==> config.mk <==
export PLATFORM = sky130hd
export DESIGN_NAME = seq_shifter
export DESIGN_NICKNAME = d
export VERILOG_FILES = /design/src/rtl/shift_pkg.sv /design/src/rtl/shift_step.sv /design/src/rtl/seq_shifter.sv
export SDC_FILE = /design/constraint.sdc
export NUM_CORES = 1
export LEC_CHECK = 0
export ABC_AREA = 0
export CAP_MARGIN = 15
export CELL_PAD_IN_SITES_DETAIL_PLACEMENT = 1
export CELL_PAD_IN_SITES_GLOBAL_PLACEMENT = 1
export CORE_ASPECT_RATIO = 0.7
export CORE_MARGIN = 5
export CORE_UTILIZATION = 41
export CTS_CLUSTER_DIAMETER = 60
export DETAILED_ROUTE_END_ITERATION = 8
export PLACE_DENSITY = 0.79
export SETUP_SLACK_MARGIN = 0.1
export SLEW_MARGIN = 20
export SYNTH_ARGS = -nofsm -noshare
export SYNTH_HDL_FRONTEND = slang
export SYNTH_HIERARCHICAL = 1
export SYNTH_SLANG_ARGS = --single-unit
==> constraint.sdc <==
create_clock -name clk -period 4.05 [get_ports clk]
set_clock_uncertainty 0.1 [all_clocks]
set_input_delay 0.81 -clock clk [delete_from_list [all_inputs] [get_ports clk]]
set_output_delay 0.81 -clock clk [all_outputs]
set_load 0.005 [all_outputs]
==> src/rtl/shift_pkg.sv <==
// Shared encodings for the sequential shifter: operation select and FSM states.
// Pure type/constant package; no logic, no latency, no flow control.
package shift_pkg;

  typedef enum logic [1:0] {
    MODE_SLL = 2'b00,
    MODE_SRL = 2'b01,
    MODE_SRA = 2'b10,
    MODE_ROL = 2'b11
  } mode_e;

  typedef enum logic [1:0] {
    ST_IDLE  = 2'b00,
    ST_SHIFT = 2'b01,
    ST_DONE  = 2'b10
  } state_e;

endpackage

==> src/rtl/shift_step.sv <==
// One combinational shift of din by k bits (k never exceeds the caller's per-cycle step).
// Zero latency, no flow control; SRA fills from din's MSB, ROL wraps MSB bits into the LSB.
module shift_step
  import shift_pkg::*;
#(
  parameter int WIDTH = 32,
  parameter int KW    = 1
) (
  input  logic [1:0]       mode,
  input  logic [WIDTH-1:0] din,
  input  logic [KW-1:0]    k,
  output logic [WIDTH-1:0] dout
);

  always_comb begin
    dout = din;
    case (mode_e'(mode))
      MODE_SLL: dout = din << k;
      MODE_SRL: dout = din >> k;
      MODE_SRA: dout = $signed(din) >>> k;
      // A right shift by WIDTH yields zero, so k == 0 leaves din untouched.
      MODE_ROL: dout = (din << k) | (din >> (WIDTH - int'(k)));
      default:  dout = din;
    endcase
  end

endmodule

==> src/rtl/seq_shifter.sv <==
// Multi-cycle shifter: moves y by up to STEP bits per cycle until shamt is consumed.
// done pulses ceil(shamt/STEP)+1 cycles after acceptance; start is only honoured in IDLE.
module seq_shifter
  import shift_pkg::*;
#(
  parameter int WIDTH   = 32,
  parameter int STEP    = 1,
  parameter int SHAMT_W = $clog2(WIDTH)
) (
  input  logic               clk,
  input  logic               reset,
  input  logic               start,
  input  logic [1:0]         mode,
  input  logic [WIDTH-1:0]   a,
  input  logic [SHAMT_W-1:0] shamt,
  output logic               busy,
  output logic               done,
  output logic [WIDTH-1:0]   y
);

  // rem never exceeds 2**SHAMT_W-1, so clamping STEP there leaves min(STEP, rem) unchanged
  // while keeping all remaining-count arithmetic at SHAMT_W bits.
  localparam int REM_MAX    = (1 << SHAMT_W) - 1;
  localparam int STEP_SAT_I = (STEP > REM_MAX) ? REM_MAX : STEP;
  localparam logic [SHAMT_W-1:0] STEP_SAT = STEP_SAT_I[SHAMT_W-1:0];

  state_e             state;
  state_e             state_nxt;
  mode_e              op;
  logic [SHAMT_W-1:0] rem;
  logic [SHAMT_W-1:0] k_amt;
  logic [SHAMT_W-1:0] rem_nxt;
  logic [WIDTH-1:0]   y_step;

  assign k_amt   = (rem < STEP_SAT) ? rem : STEP_SAT;
  assign rem_nxt = rem - k_amt;

  shift_step #(
    .WIDTH (WIDTH),
    .KW    (SHAMT_W)
  ) u_step (
    .mode (op),
    .din  (y),
    .k    (k_amt),
    .dout (y_step)
  );

  always_ff @(posedge clk) begin
    if (reset) begin
      state <= ST_IDLE;
      op    <= MODE_SLL;
      rem   <= '0;
      y     <= '0;
    end else begin
      state <= state_nxt;
      case (state)
        ST_IDLE: begin
          if (start) begin
            y   <= a;
            op  <= mode_e'(mode);
            rem <= shamt;
          end
        end
        ST_SHIFT: begin
          y   <= y_step;
          rem <= rem_nxt;
        end
        default: ;
      endcase
    end
  end

  always_comb begin
    state_nxt = state;
    busy      = 1'b0;
    done      = 1'b0;
    case (state)
      ST_IDLE: begin
        if (start) state_nxt = (shamt != '0) ? ST_SHIFT : ST_DONE;
      end
      ST_SHIFT: begin
        busy = 1'b1;
        if (rem_nxt == '0) state_nxt = ST_DONE;
      end
      ST_DONE: begin
        done      = 1'b1;
        state_nxt = ST_IDLE;
      end
      default: state_nxt = ST_IDLE;
    endcase
  end

endmodule

==> impl_metrics.yaml <==
cells_and_area:
  syn2layout_area_growth_pct: 12.9
  ff_latch_area_sq_um: 821
  fin_nets: 1180
  multi_input_area_sq_um: 7340
  n_fill_cell: 2588
  fin_cells: 1419
  antenna_cells: 0
  fin_area_sq_um: 10000
  final_core_util_pct: 46.7
  drive_above_1_share_pct: 20.8
drt:
  wl_met2_mm: 18.5
  vias: 10889
  wl_met1_mm: 19.5
  antenna_left: 0
  routedWlPerCell_um: 34.3
  wl_met3_mm: 8.11
  drt_pass1_iterations: 6
  totalWireLength_mm: 48.6
  maxUsedRoutingLayer: "met5"
  drc: 0
  initialDrtViolationCount: 2028
  vias_per_cell: 7.67
synthesis:
  avgSynthCellArea_sq_um: 7.97
  synth.distinct_cells: 89
  netlist_area_sq_um: 8880
  ys.flop_type: "dfxtp_1"
  async_flop_share_pct: 0
  seq_area_frac_synth_pct: 9.24
  synth-edff-count: 0
  synth-seq-cells: 41
  synth_cells: 1115
  ys_warn_count: 6
power:
  p_leak_nw: 3.71
  switching_share_pct: 53.3
  p_sw_mw: 2.73
  pwr-share-clk_pct: 10.0
  p_seq_share_pct: 15.3
  intPower_mw: 2.39
  p_per_area_nw_per_um2: 510
  p_total_mw: 5.12
  ir_drop_v: 0.000296
  combPwrFrac_pct: 74.7
sta:
  setup-tns-final_ns: 0
  rsz0062_at_grt: "true"
  finalCritPeriodShare_pct: 97.0
  fin_crit_ns: 3.93
  fmaxAchievable_mhz: 255
  slew_violations: 0
  setup_viol: 0
  tightestPinTransition_ns: 0.906
  slew_headroom_pct: 39.4
  hold_viol_final: 0
clock_tree:
  cts_setup_buffers: 0
  cts.path.max_buffers: 2
  root_buffer: "clkbuf_16"
  clk_pin_slew_ns: 0.07
  insertion_delay_ns: 0.30
  numCtsBuffers: 5
  cts_tree: "yes"
  hold_buffers: 0
  cts.sinks: 41
  htreeDepth: 2
worst_setup_path:
  slowest_delay_ns: 0.58
  worstPathRequired_ns: 4.12
  worstSetupStartpointType: "flop"
  cp_slowest_cell: "or4_4"
  worst-r2r-cell-count: 12
  cp_cell_sequence: "nor4_2, nand2b_4, buf_4, or4_4, nand2_2, buf_4, mux2i_1, nand2_1, a32oi_1, o221ai_1, nand2_1, a311oi_1"
  crit_fanout: 15
  critPathKind: "reg -> reg"
  endpoint_kind: "flop"
  arrival_ns: 4.00
hold_path:
  hold_class: "reg -> reg"
  hold_depth: 2
floorplanning:
  fp-row-count: 45
  start_util_pct: 41.3
  fp.dieW_um: 186
  die_y_um: 133
  die_area_sq_um: 24800
  num_io_pins: 76
  coreArea_sq_um: 21500
placement:
  gp_congestion: 1.07
  dpl.hpwl_mm: 35.0
  dpl-instance-area_sq_um: 9840
  place_inst: 1411
  port_buffers: 75
global_route:
  grt_pass1_vias: 10247
  gr-total-overflow: 0
  globalRouteTotalUtil_pct: 37.8
  grt_first_pass_wirelength_mm: 70.5
  antenna_found_initial: 1
  grt_max_degree: 108
job:
  drv_cap: 0
run_status:
  outcome: "finished clean"
[through the flow]
stage / hold WS (ns) / setup WS, ns
after CTS: 0.480 / 0.115
after detailed placement: 0.465 / 0.124
final: 0.487 / 0.121
after global routing: 0.513 / 0.0252
after global placement: 0.440 / 0.171
after floorplan: 0.401 / 0.121
[placed cells by master (no fill, tap or decap), types with 4 or more instances in the layout]
| master | instances |
|---|---|
| dfxtp_1 | 41 |
| o21ai_0 | 46 |
| nor2b_1 | 11 |
| nor4_1 | 6 |
| nand2_1 | 151 |
| or2_2 | 5 |
| a21oi_1 | 52 |
| a22oi_1 | 5 |
| nor3_1 | 24 |
| o211a_1 | 4 |
| and2_1 | 4 |
| nor3b_1 | 7 |
| a221oi_1 | 11 |
| mux2_2 | 49 |
| a211o_1 | 8 |
| mux4_2 | 85 |
| o32ai_1 | 5 |
| a22o_1 | 4 |
| or3_1 | 5 |
| and3_1 | 7 |
| clkbuf_16 | 5 |
| a32oi_1 | 11 |
| o211ai_1 | 13 |
| a211oi_1 | 17 |
| o221ai_1 | 4 |
| inv_1 | 11 |
| o31ai_1 | 4 |
| a21o_1 | 4 |
| a311oi_1 | 36 |
| clkdlybuf4s50_1 | 75 |
| nor2_1 | 128 |
| mux2i_1 | 68 |
| nand2b_1 | 12 |
| mux2_4 | 4 |
| nand3_1 | 22 |
| o22ai_1 | 17 |
| buf_4 | 66 |
| a31oi_1 | 14 |
| a21boi_0 | 5 |
| conb_1 | 14 |
[worst max-delay path, delay by kind of cell, from the launching register on]
family / cells / cell delay [ns]
buf+inv: 2 / 0.48
simple gates: 6 / 1.71
flops: 1 / 0.38
mux: 1 / 0.35
compound gates: 3 / 0.75
[path summary, 6_finish.rpt]
check              start      to  slack, ns
setup / recovery  rem[4]    y[3]       0.12
setup reg to reg  rem[4]    y[3]       0.12
hold / removal    rem[0]  rem[0]       0.49
hold reg to reg   rem[0]  rem[0]       0.49
[registers in the layout, indices dropped and copies added, names as in the netlist]
register  count
rem           5
y            32
state         2
op            2
[power groups by stage]
stage	sequential (mW)	combinational, mW	clock (mW)
after CTS	0.758	3.56	0.507
after floorplan	0.567	2.56	0
after global routing	0.777	3.93	0.525
final	0.782	3.82	0.514
after detailed placement	0.766	3.54	0
after global placement	0.760	3.50	0
[logic make-up after synthesis]
group | share of synthesized area (%)
AND/OR/NAND/NOR | 20.3
AO/OA/AOI/OAI | 23.8
multiplexers | 36.8
buffers and inverters | 9.00
flip-flops | 9.24
XOR/XNOR | 0.394
adder cells (fa/ha/maj) | 0.394
other | 0.0422
[layout make-up]
class / instances / share of cell area (%)
well taps: 282 / 3.52
repair buffers: 143 / 12.8
multi-input cells: 930 / 73.2
inverters: 15 / 0.561
flip-flops and latches: 41 / 8.18
clock inverters: 2 / 0.374
clock buffers: 6 / 1.38
[per-layer routing]
layer  vias to the layer above  track usage [%]
met5                         -                0
met4                         2             12.7
met3                       197             16.1
met2                      1024             50.2
met1                      5365             54.6
li1                       4301                -
[repair_timing]
item                                    in CTS  in global routing
resized for setup                            0                  3
endpoints found under the setup margin       0                 24
hold endpoints to repair                     0                  0
[cell usage after synthesis (13+ instances only)]
| master | n | area (sq um) |
|---|---|---|
| o211ai_1 | 13 | 97.6 |
| o21ai_0 | 46 | 230 |
| a311oi_1 | 36 | 315 |
| nor3_1 | 24 | 120 |
| buf_6 | 13 | 146 |
| a211oi_1 | 17 | 128 |
| a21oi_1 | 52 | 260 |
| mux2i_1 | 69 | 691 |
| nand2b_1 | 13 | 81.3 |
| mux2_2 | 49 | 552 |
| nand3_1 | 22 | 110 |
| nand2_1 | 151 | 567 |
| o22ai_1 | 17 | 106 |
| clkbuf_1 | 76 | 285 |
| buf_2 | 35 | 175 |
| nor2_1 | 128 | 480 |
| mux4_2 | 85 | 1910 |
| a31oi_1 | 14 | 87.6 |
| dfxtp_1 | 41 | 821 |
Power figures use the tool's default switching activity.
